`src/rtl/global.vh`:
```
// Project-wide pixel and coordinate constants shared by the edge pipeline.
`ifndef GLOBAL_VH
`define GLOBAL_VH

`define PIXEL_SIZE 8
`define COORD_SIZE 11
`define EDGE_ON {`PIXEL_SIZE{1'b1}}

`endif

```
`src/rtl/edge_bbox_pkg.sv`:
```
// Shared constants and helpers for edge_bbox, derived from global.vh.
`include "global.vh"

package edge_bbox_pkg;

   localparam int PIX_W           = `PIXEL_SIZE;
   localparam int COORD_W_DEFAULT = `COORD_SIZE;

   localparam logic [PIX_W-1:0] PIX_EDGE = `EDGE_ON;
   localparam logic [PIX_W-1:0] PIX_OFF  = '0;

   // Axis indices for the per-axis min/max accumulators.
   localparam int AXIS_X  = 0;
   localparam int AXIS_Y  = 1;
   localparam int N_AXIS  = 2;

   function automatic logic above_thr(input logic [PIX_W-1:0] mag,
                                      input logic [PIX_W-1:0] thr);
      return mag > thr;
   endfunction

endpackage

```
`src/rtl/edge_bbox_raster_counter.sv`:
```
// raster_counter: pixel/line position tracker driven by en/hsync/vsync, saturating.
module raster_counter #(
   parameter int COORD_W = 11
) (
   input  logic               clk,
   input  logic               reset,
   input  logic               i_en,
   input  logic               i_hsync,
   input  logic               i_vsync,
   output logic [COORD_W-1:0] o_x,
   output logic [COORD_W-1:0] o_y
);

   localparam logic [COORD_W-1:0] C_MAX = '1;
   localparam logic [COORD_W-1:0] C_ONE = COORD_W'(1);

   logic [COORD_W-1:0] r_x;
   logic [COORD_W-1:0] r_y;

   // vsync dominates hsync, which dominates the pixel step.
   always_ff @(posedge clk) begin
      if (reset) begin
         r_x <= '0;
         r_y <= '0;
      end else if (i_vsync) begin
         r_x <= '0;
         r_y <= '0;
      end else if (i_hsync) begin
         r_x <= '0;
         if (r_y != C_MAX) r_y <= r_y + C_ONE;
      end else if (i_en && (r_x != C_MAX)) begin
         r_x <= r_x + C_ONE;
      end
   end

   assign o_x = r_x;
   assign o_y = r_y;

endmodule

```
`src/rtl/edge_bbox.sv`:
```
// edge_bbox: thresholds gradient magnitude into a mask and reports the per-frame
// edge bounding box at vsync. Define BBOX_COUNT_EN to add the edge_count output.
module edge_bbox
   import edge_bbox_pkg::*;
#(
   parameter int width     = 1,
   parameter int height    = 1,
   parameter int THRESHOLD = 64,
   parameter int COORD_W   = COORD_W_DEFAULT
) (
   input  logic                 clk,
   input  logic                 reset,
   input  logic                 en,
   input  logic                 hsync,
   input  logic                 vsync,
   input  logic [PIX_W-1:0]     data,
   output logic [PIX_W-1:0]     out,
   output logic                 bbox_valid,
   output logic                 found,
   output logic [COORD_W-1:0]   x_min,
   output logic [COORD_W-1:0]   x_max,
   output logic [COORD_W-1:0]   y_min,
   output logic [COORD_W-1:0]   y_max
`ifdef BBOX_COUNT_EN
   ,
   output logic [2*COORD_W-1:0] edge_count
`endif
);

   localparam logic [COORD_W-1:0] W_LIM = COORD_W'(width);
   localparam logic [COORD_W-1:0] H_LIM = COORD_W'(height);
   localparam logic [PIX_W-1:0]   THR   = PIX_W'(THRESHOLD);

   logic [COORD_W-1:0] w_x;
   logic [COORD_W-1:0] w_y;
   logic               w_hot;
   logic               w_edge;
   logic               w_any_next;
   logic [COORD_W-1:0] w_pos      [N_AXIS];
   logic [COORD_W-1:0] w_min_next [N_AXIS];
   logic [COORD_W-1:0] w_max_next [N_AXIS];

   logic [PIX_W-1:0]   r_out;
   logic               r_valid;
   logic               r_found;
   logic               r_acc_any;
   logic [COORD_W-1:0] r_acc_min [N_AXIS];
   logic [COORD_W-1:0] r_acc_max [N_AXIS];
   logic [COORD_W-1:0] r_rep_min [N_AXIS];
   logic [COORD_W-1:0] r_rep_max [N_AXIS];

   raster_counter #(
      .COORD_W (COORD_W)
   ) u_raster (
      .clk     (clk),
      .reset   (reset),
      .i_en    (en),
      .i_hsync (hsync),
      .i_vsync (vsync),
      .o_x     (w_x),
      .o_y     (w_y)
   );

   // Counters still show the pre-update position this cycle, so the pixel is
   // judged at its own coordinates even when hsync/vsync coincide.
   assign w_hot      = en && above_thr(data, THR);
   assign w_edge     = w_hot && (w_x < W_LIM) && (w_y < H_LIM);
   assign w_any_next = r_acc_any | w_edge;

   assign w_pos[AXIS_X] = w_x;
   assign w_pos[AXIS_Y] = w_y;

   generate
      for (genvar gi = 0; gi < N_AXIS; gi++) begin : g_axis
         assign w_min_next[gi] = (w_edge && (w_pos[gi] < r_acc_min[gi])) ? w_pos[gi] : r_acc_min[gi];
         assign w_max_next[gi] = (w_edge && (w_pos[gi] > r_acc_max[gi])) ? w_pos[gi] : r_acc_max[gi];
      end
   endgenerate

   always_ff @(posedge clk) begin
      if (reset) begin
         r_out     <= PIX_OFF;
         r_valid   <= 1'b0;
         r_found   <= 1'b0;
         r_acc_any <= 1'b0;
         for (int i = 0; i < N_AXIS; i++) begin
            r_acc_min[i] <= '1;
            r_acc_max[i] <= '0;
            r_rep_min[i] <= '0;
            r_rep_max[i] <= '0;
         end
      end else begin
         r_out   <= w_hot ? PIX_EDGE : PIX_OFF;
         r_valid <= vsync;
         if (vsync) begin
            // An empty frame reports zeros rather than the all-ones sentinel.
            r_found   <= w_any_next;
            r_acc_any <= 1'b0;
            for (int i = 0; i < N_AXIS; i++) begin
               r_rep_min[i] <= w_any_next ? w_min_next[i] : '0;
               r_rep_max[i] <= w_any_next ? w_max_next[i] : '0;
               r_acc_min[i] <= '1;
               r_acc_max[i] <= '0;
            end
         end else begin
            r_acc_any <= w_any_next;
            for (int i = 0; i < N_AXIS; i++) begin
               r_acc_min[i] <= w_min_next[i];
               r_acc_max[i] <= w_max_next[i];
            end
         end
      end
   end

`ifdef BBOX_COUNT_EN
   localparam int              CNT_W   = 2 * COORD_W;
   localparam logic [CNT_W-1:0] CNT_MAX = '1;
   localparam logic [CNT_W-1:0] CNT_ONE = CNT_W'(1);

   logic [CNT_W-1:0] r_acc_cnt;
   logic [CNT_W-1:0] r_rep_cnt;
   logic [CNT_W-1:0] w_cnt_next;

   assign w_cnt_next = (w_edge && (r_acc_cnt != CNT_MAX)) ? r_acc_cnt + CNT_ONE : r_acc_cnt;

   always_ff @(posedge clk) begin
      if (reset) begin
         r_acc_cnt <= '0;
         r_rep_cnt <= '0;
      end else if (vsync) begin
         r_rep_cnt <= w_cnt_next;
         r_acc_cnt <= '0;
      end else begin
         r_acc_cnt <= w_cnt_next;
      end
   end

   assign edge_count = r_rep_cnt;
`endif

   assign out        = r_out;
   assign bbox_valid = r_valid;
   assign found      = r_found;
   assign x_min      = r_rep_min[AXIS_X];
   assign x_max      = r_rep_max[AXIS_X];
   assign y_min      = r_rep_min[AXIS_Y];
   assign y_max      = r_rep_max[AXIS_Y];

endmodule

```
`config.mk`:
```
export PLATFORM = sky130hd
export DESIGN_NAME = edge_bbox
export DESIGN_NICKNAME = d
export VERILOG_FILES = /design/src/rtl/edge_bbox_pkg.sv /design/src/rtl/edge_bbox_raster_counter.sv /design/src/rtl/edge_bbox.sv
export VERILOG_INCLUDE_DIRS = /design/src /design/src/rtl
export SDC_FILE = /design/constraint.sdc
export NUM_CORES = 1
export LEC_CHECK = 0
export ABC_CLOCK_PERIOD_IN_PS = 5080
export CAP_MARGIN = 30
export CORE_ASPECT_RATIO = 1.4
export CORE_UTILIZATION = 60
export CTS_CLUSTER_SIZE = 28
export DETAILED_ROUTE_END_ITERATION = 8
export GPL_TIMING_DRIVEN = 0
export PLACE_DENSITY = 0.88
export SYNTH_ARGS = -nofsm -noshare
export SYNTH_HDL_FRONTEND = slang
export SYNTH_HIERARCHICAL = 1
export SYNTH_SLANG_ARGS = --single-unit
```
`constraint.sdc`:
```
create_clock -name clk -period 5.08 [get_ports clk]
set_clock_uncertainty 0.15 [all_clocks]
set_input_delay 1.016 -clock clk [delete_from_list [all_inputs] [get_ports clk]]
set_output_delay 1.016 -clock clk [all_outputs]
set_load 0.01 [all_outputs]
```
# --- Word-level counts from Yosys, hierarchy flattened ---
# Memory sizes are Yosys's and may differ from the RTL's.
# Index checks and enable logic that the tools add are counted.
classes:
  n_mux: 29
  n_addsub: 2
  n_reduce_logical: 11
  order_cmp: 7
  eq_ne: 2
  n_bitwise: 13
ops:
  columns: ["cell", "n"]
  rows:
  - ["$mux W11", 20]
  - ["$add A11 B1 Y11 const B", 2]
  - ["$gt A11 B11 Y1", 2]
  - ["$lt A11 B1 Y1 const B", 2]
  - ["$lt A11 B11 Y1", 2]
  - ["$ne A11 B11 Y1 const B", 2]
  - ["$or A1 B1 Y1", 13]
  - ["$gt A8 B7 Y1 const B", 1]
  - ["$logic_and A1 B1 Y1", 8]
  - ["$mux W1", 8]
  - ["$mux W8", 1]
  - ["$reduce_or A3 Y1", 1]
  - ["$reduce_and A2 Y1", 1]
  - ["$reduce_or A2 Y1", 1]
totals:
  mem_bits_rw: 88
  ff_bits: 33
  mem_count: 4
mem_list:
  columns: ["name", "words", "width", "read_ports", "rd_ports_with_merged_regs", "write_ports", "line", "text"]
  rows:
  - ["r_acc_max", 2, 11, 2, 0, 2, "edge_bbox.sv:48", "logic [COORD_W-1:0] r_acc_max [N_AXIS];"]
  - ["r_acc_min", 2, 11, 2, 0, 2, "edge_bbox.sv:47", "logic [COORD_W-1:0] r_acc_min [N_AXIS];"]
  - ["r_rep_max", 2, 11, 2, 0, 2, "edge_bbox.sv:50", "logic [COORD_W-1:0] r_rep_max [N_AXIS];"]
  - ["r_rep_min", 2, 11, 2, 0, 2, "edge_bbox.sv:49", "logic [COORD_W-1:0] r_rep_min [N_AXIS];"]

# --- Longest topological paths before layout ---
# Gate-level depths: netlist of run 1.
logic_depth:
  depth_word: 8
  depth_mapped: 8
  mapped_depth_nobuf: 7

# --- Cells and area by module ---
# The synthesis of run 1 kept the hierarchy.
modules_own_cells:
  columns: ["module", "n_inst", "area_per_inst_um2", "seq_area_each_um2", "cells_each"]
  rows:
  - ["edge_bbox", 1, 4626.9, 2722.6, 377]
  - ["raster_counter", 1, 1047.3, 440.4, 123]

# --- Worst setup path after synthesis of run 1 ---
# OpenSTA, ideal clock, no wires.
synth_timing:
  path_kind: "input port to flip-flop"
  start: "in vsync"
  end: "mem r_rep_max[0][0], enable pin"
  arrival_ns: 2.627
  t_required_ns: 4.504
  setup_slack_ns: 1.877
  stages: 3
  n_path_buf: 1
  cell_sequence: "nor2_1 > inv_1 > clkbuf_1"
synth_rtl:
  columns: ["element", "line", "text"]
  rows:
  - ["start, declared", "edge_bbox.sv:15", "input logic vsync,"]
  - ["end, declared", "edge_bbox.sv:50", null]

==> results of run 1 <==
[synth_stat cells (all sizes together), types with 6 or more instances]
cell	number	area share (%)
edfxtp	88	47
nor3	73	7.0
inv	47	3.1
ha	44	9.7
o21ai	35	3.3
dfxtp	26	9.2
nor2	24	1.6
a21oi	22	1.9
buf	21	3.4
nand2	18	1.2
nand3	14	1.2
nand4	10	1.1
a211oi	9	1.6
nor4	6	0.66
[worst paths after layout]
path | end | cells past startpoint | start | slack, ps
worst max-delay path | r_rep_max[0][21] | 7 | data[4] | 1910
worst max register to register | r_rep_max[0][0] | 6 | u_raster/o_x[8] | 2240
worst min register to register | found | 2 | found | 320
worst min-delay path | found | 2 | found | 320
[metal layers]
layer	GRT usage (%)	share of wire, %
met1	29.2	36
met3	6.17	5.8
met5	0	0
met4	18.9	4.3
met2	53.3	54
[metrics by stage]
stage | worst slack, ps | util (%) | area (um^2) | hold WS, ps | std cells
finish | 1910 | 80.2 | 7280 | 322 | 748
global route | 1820 | 80.2 | 7280 | 353 | 748
CTS | 1960 | 80.2 | 7280 | 331 | 748
detailed placement | 1610 | 73.1 | 6640 | 321 | 716
global placement | 658 | 72.9 | 6620 | 290 | 715
floorplan | 1880 | - | 5840 | 317 | 543
[cell type report]
class,instances,area share (%)
multi-input combinational,356,31.3
timing repair buffer,66,9.21
inverter,47,2.42
buffer,26,2.96
clock inverter,15,2.96
tap,107,1.84
sequential,114,43.4
clock buffer,17,5.84
[critical path, stage by stage]
cell	delay, ps
clkdlybuf4s50_1	400
or4_1	540
o221ai_2	310
nor3_1	190
o21ai_4	340
buf_4	290
nor3_1	90
[cell families after synthesis]
group | share of synthesized area, %
other | 0.0661
XOR/XNOR | 0.618
AO/OA/AOI/OAI | 10.6
adder cells (fa/ha/maj) | 9.70
buffers and inverters | 6.88
multiplexers | 0.176
AND/OR/NAND/NOR | 16.2
flip-flops | 55.7
[state kept, by name, summed over array words and instances (netlist names)]
register      count
found             1
out               1
u_raster/o_x     11
r_rep_max        22
u_raster/o_y     11
r_acc_min        22
r_rep_min        22
r_acc_any         1
bbox_valid        1
r_acc_max        22
[power by group through the flow]
stage	registers, mW	logic [mW]	clock network, mW
2_1_floorplan	1.09	0.0906	0
3_3_place_gp	1.08	0.182	0
3_5_place_dp	1.08	0.192	0
4_1_cts	1.06	0.197	1.29
5_1_grt	1.07	0.214	1.33
6_report	1.06	0.199	1.29
==> impl_metrics.yaml, run 1 <==
run_status:
  status: "finished with violations"
  failed_checks: "design-rule violations"
synth:
  synth-edff-count: 88
  netlist_area_um2: 5670
  synthFlopType: "edfxtp_1"
  seq_area_frac_synth_pct: 55.7
  syn_inst: 500
  yosys_warnings: 6
  syn_area_per_cell_um2: 11.3
  synth-seq-cells: 114
  synthArstFlopShare_pct: 0
  ys_types: 50
timing:
  slew_headroom_pct: 40.3
  worst_slew_pin_slew_ps: 893
  finalSetupTns_ps: 0
  maxSlewViolCount: 0
  min_period_over_period_pct: 62.3
  fin_crit_ps: 3170
  hold_viol_final: 0
  setup_viol: 0
  rsz0062_at_grt: "no"
  fmax_mhz: 316
power_and_ir_drop:
  combPwrFrac_pct: 7.8
  p_leak_nw: 2.93
  p_sw_uw: 548
  p_per_area_nw_per_um2: 350
  power_frac_clock_pct: 50.5
  p_sw_share_pct: 21.5
  power_frac_seq_pct: 41.7
  peakVddDrop_mv: 0.331
  finalPower_mw: 2.55
  p_int_mw: 2.00
detailed_routing:
  drtIter0Drc: 480
  avgViaCountPerCell: 6.12
  via_count: 4579
  route.detailed.drc: 7
  drt-total-wl_mm: 13.5
  antenna_left: 0
  first_pass_iters: 7
  wl_per_cell_um: 18.1
global_route:
  gr-usage-all-layers_pct: 28.7
  antenna_found_initial: 0
  grt_pass1_wl_mm: 21.2
  grt_overflow: 0
  grt_pass1_vias: 4533
  grt_start_max_net_pins: 39
cts:
  cts-htree-levels: 4
  clk_path_buf_depth: 2
  post_cts_buffers: 0
  cts_hold_buffers: 0
  insertion_delay_ps: 420
  cts_tree: "done"
  ctsResizeCount: 0
  cts_buffers: 17
  clk_pin_slew_ps: 50
  cts_sinks: 114
  cts-root-buf: "clkbuf_16"
finish:
  layout_commonest_cell: "edfxtp_1"
  regArea_um2: 3160
  layout_common_cells: "edfxtp_1 (88), nor3_1 (69), clkdlybuf4s50_1 (65), inv_1 (47)"
  multi_input_area_um2: 2280
  layout-drive-gt1-share_pct: 10.1
  nets: 685
  syn2layout_area_growth_pct: 28.3
  fillers: 504
  num_antenna_cells: 0
floorplan:
  core_area_um2: 9080
  start_util_pct: 62.5
  rows: 41
  die_x_um: 84.2
  die_area_um2: 9860
  io_pins: 67
  die_h_um: 117
critical_path:
  cp.arrival_ps: 3180
  crit_fanout: 10
  cp-end-kind: "register"
  cp-start-kind: "input pin"
  critPathRequiredTime_ps: 5090
  critical_path_class: "input pin to register"
job:
  cap_violations: 0
placed_design:
  io_buffers: 65
  dp_hpwl_mm: 9.05
  place.gp.congestion: 0.876
worst_hold_path:
  hold_class: "register to register"
Note: power is estimated with default switching activity, not from simulation.
==> run 2, diff against run 1 <==
--- a/config.mk
+++ b/config.mk
@@ -6,14 +6,14 @@
 export SDC_FILE = /design/constraint.sdc
 export NUM_CORES = 1
 export LEC_CHECK = 0
-export ABC_CLOCK_PERIOD_IN_PS = 5080
+export ABC_CLOCK_PERIOD_IN_PS = 3200
 export CAP_MARGIN = 30
 export CORE_ASPECT_RATIO = 1.4
-export CORE_UTILIZATION = 60
+export CORE_UTILIZATION = 56
 export CTS_CLUSTER_SIZE = 28
 export DETAILED_ROUTE_END_ITERATION = 8
 export GPL_TIMING_DRIVEN = 0
-export PLACE_DENSITY = 0.88
+export PLACE_DENSITY = 0.83
 export SYNTH_ARGS = -nofsm -noshare
 export SYNTH_HDL_FRONTEND = slang
 export SYNTH_HIERARCHICAL = 1
==> constraint.sdc (replaced) <==
create_clock -name clk -period 3.2 [get_ports clk]
set_clock_uncertainty 0.15 [all_clocks]
set_input_delay 0.64 -clock clk [delete_from_list [all_inputs] [get_ports clk]]
set_output_delay 0.64 -clock clk [all_outputs]
set_load 0.01 [all_outputs]
==> run 2 against run 1 <==
Against the previous run: the flow now finishes without violations; via count down 2.9%; global-route usage is 3.0 points lower; final area shrank 0.74%; clock-buffer cell count up 2; setup slack lost 1400 ps; cell count grew 3.3%; die area increased by 7.0%; clock power increased by 39%; combinational power increased by 56%; first-iteration DRC count down 42%; critical path type unchanged; largest cell class unchanged.
==> impl_metrics.yaml, run 2 (same netlist as run 1, synthesis figures left out) <==
run_status:
  status: "finished, final reports clean"
floorplan:
  rows: 43
  die_area_um2: 10500
  io_pins: 67
  start_util_pct: 57.3
  core_area_um2: 9900
  die_x_um: 87.1
  die_h_um: 121
timing:
  finalSetupTns_ps: 0
  maxSlewViolCount: 0
  rsz0062_at_grt: "no"
  fin_crit_ps: 2660
  slew_headroom_pct: 57.5
  setup_ws_ps: 539
  worst_slew_pin_slew_ps: 635
  hold_viol_final: 0
  setup_viol: 0
  min_period_over_period_pct: 83.1
  fmax_mhz: 376
finish:
  fin_cells: 773
  syn2layout_area_growth_pct: 27.4
  layout_commonest_cell: "edfxtp_1"
  post-route-util_pct: 73.0
  nets: 685
  layout-drive-gt1-share_pct: 8.93
  num_antenna_cells: 0
  layout_common_cells: "edfxtp_1 (88), nor3_1 (69), clkdlybuf4s50_1 (65), inv_1 (47)"
critical_path:
  startpoint: "data[4]"
  critPathRequiredTime_ps: 3210
  critical_path.top_delay_family: "simple AND/OR/NAND/NOR gates"
  reg2reg_to: "r_acc_min[0][20]"
  crit_path_frequent_cell: "nor3_1"
  r2r_setup_slack_ps: 640
  worstPathCellList: "clkdlybuf4s50_1 > or4_1 > o221ai_2 > nor3_1 > o21ai_4 > buf_4 > nor3_1"
  cp.buffers_inverters: 2
  crit_slowest_cell: "or4_1"
  cp-end-kind: "register"
  cp-start-kind: "input pin"
  critical_path_class: "input pin to register"
  cpPeakStageDelay_ps: 540
  reg2regPathDepth: 6
  crit_fanout: 10
  timing.rr.start: "u_raster/o_x[9]"
  cp.arrival_ps: 2670
cts:
  cts-htree-levels: 4
  post_cts_buffers: 0
  cts_tree: "done"
  cts_hold_buffers: 0
  cts_sinks: 114
  cts-root-buf: "clkbuf_16"
  insertion_delay_ps: 420
  cts_buffers: 17
  ctsResizeCount: 0
  clk_path_buf_depth: 2
  clk_pin_slew_ps: 50
global_route:
  gr-usage-met1_pct: 26.8
  use_met2_pct: 44.6
  grt_pass1_wl_mm: 20.2
  grt_overflow: 0
  antenna_found_initial: 0
  grt_use_met3_pct: 7.89
  gr-usage-all-layers_pct: 25.7
  grt_start_max_net_pins: 39
  top_usage_layer: "met2"
  grt_pass1_vias: 4464
worst_hold_path:
  min_to: "found"
  hold_class: "register to register"
  hp-start: "found"
  hold_depth: 2
detailed_routing:
  avgViaCountPerCell: 5.75
  wl_per_cell_um: 16.3
  drtIter0Drc: 280
  antenna_left: 0
  via_count: 4448
  route.detailed.drc: 0
  drt-total-wl_mm: 12.6
  first_pass_iters: 5
job:
  cap_violations: 0
power_and_ir_drop:
  combPwrFrac_pct: 8.2
  p_int_mw: 3.00
  power_frac_seq_pct: 44.5
  power_frac_clock_pct: 47.3
  finalPower_mw: 3.79
  peakVddDrop_mv: 0.424
  p_leak_nw: 2.90
  p_sw_share_pct: 21.0
  p_per_area_nw_per_um2: 524
  p_sw_uw: 794
placed_design:
  dp_cells: 744
  io_buffers: 65
  place.gp.congestion: 0.899
  dp_hpwl_mm: 8.95
  dp_slack_ps: 115
==> run 2: changes by cell type in the layout (fill, tap and decap cells not counted) <==
cell	delta
clkbuf_1	+2
clkinv_4	-2
bufinv_16	-2
clkinv_1	+3
clkinvlp_4	-4
==> run 2: layout make-up <==
type | instances | area [um^2]
multi-input combinational | 356 | 2280
sequential | 114 | 3160
inverter | 47 | 176
timing repair buffer | 66 | 671
clock inverter | 10 | 119
buffer | 26 | 215
tap | 135 | 169
fill | 685 | 2670
clock buffer | 19 | 433
==> run 2: power groups by stage <==
stage	clock, mW	combinational [mW]	sequential (mW)
2_1_floorplan	0	0.144	1.73
4_1_cts	1.81	0.308	1.69
3_3_place_gp	0	0.290	1.71
5_1_grt	1.87	0.336	1.69
6_report	1.79	0.310	1.69
3_5_place_dp	0	0.304	1.72
==> run 2: how the worst max path moves through the flow <==
stage,to,slack (ps),cells past startpoint
6_report,r_rep_max[0][21],540,7
5_1_grt,r_rep_max[0][21],470,7
2_1_floorplan,r_rep_max[0][0],370,3
4_1_cts,r_rep_max[0][21],550,7
3_3_place_gp,r_rep_min[0][21],-880,4
3_5_place_dp,r_rep_max[0][21],120,7
==> run 2: tightest hold or removal path: stages (launching register included) <==
cell     delay, ps
dfxtp_1        320
nand2_1         70
nand2_1         50
==> run 2: metal layers <==
metal	wire (um)	vias up
met4	505	0
li1	-	2083
met1	4580	2116
met5	0	-
met3	659	57
met2	6850	192
==> run 2: through the flow <==
stage          hold WS (ps)  cell area (um^2)
2_1_floorplan           317              5840
3_3_place_gp            295              6660
3_5_place_dp            302              6680
4_1_cts                 344              7230
5_1_grt                 349              7230
6_report                341              7230
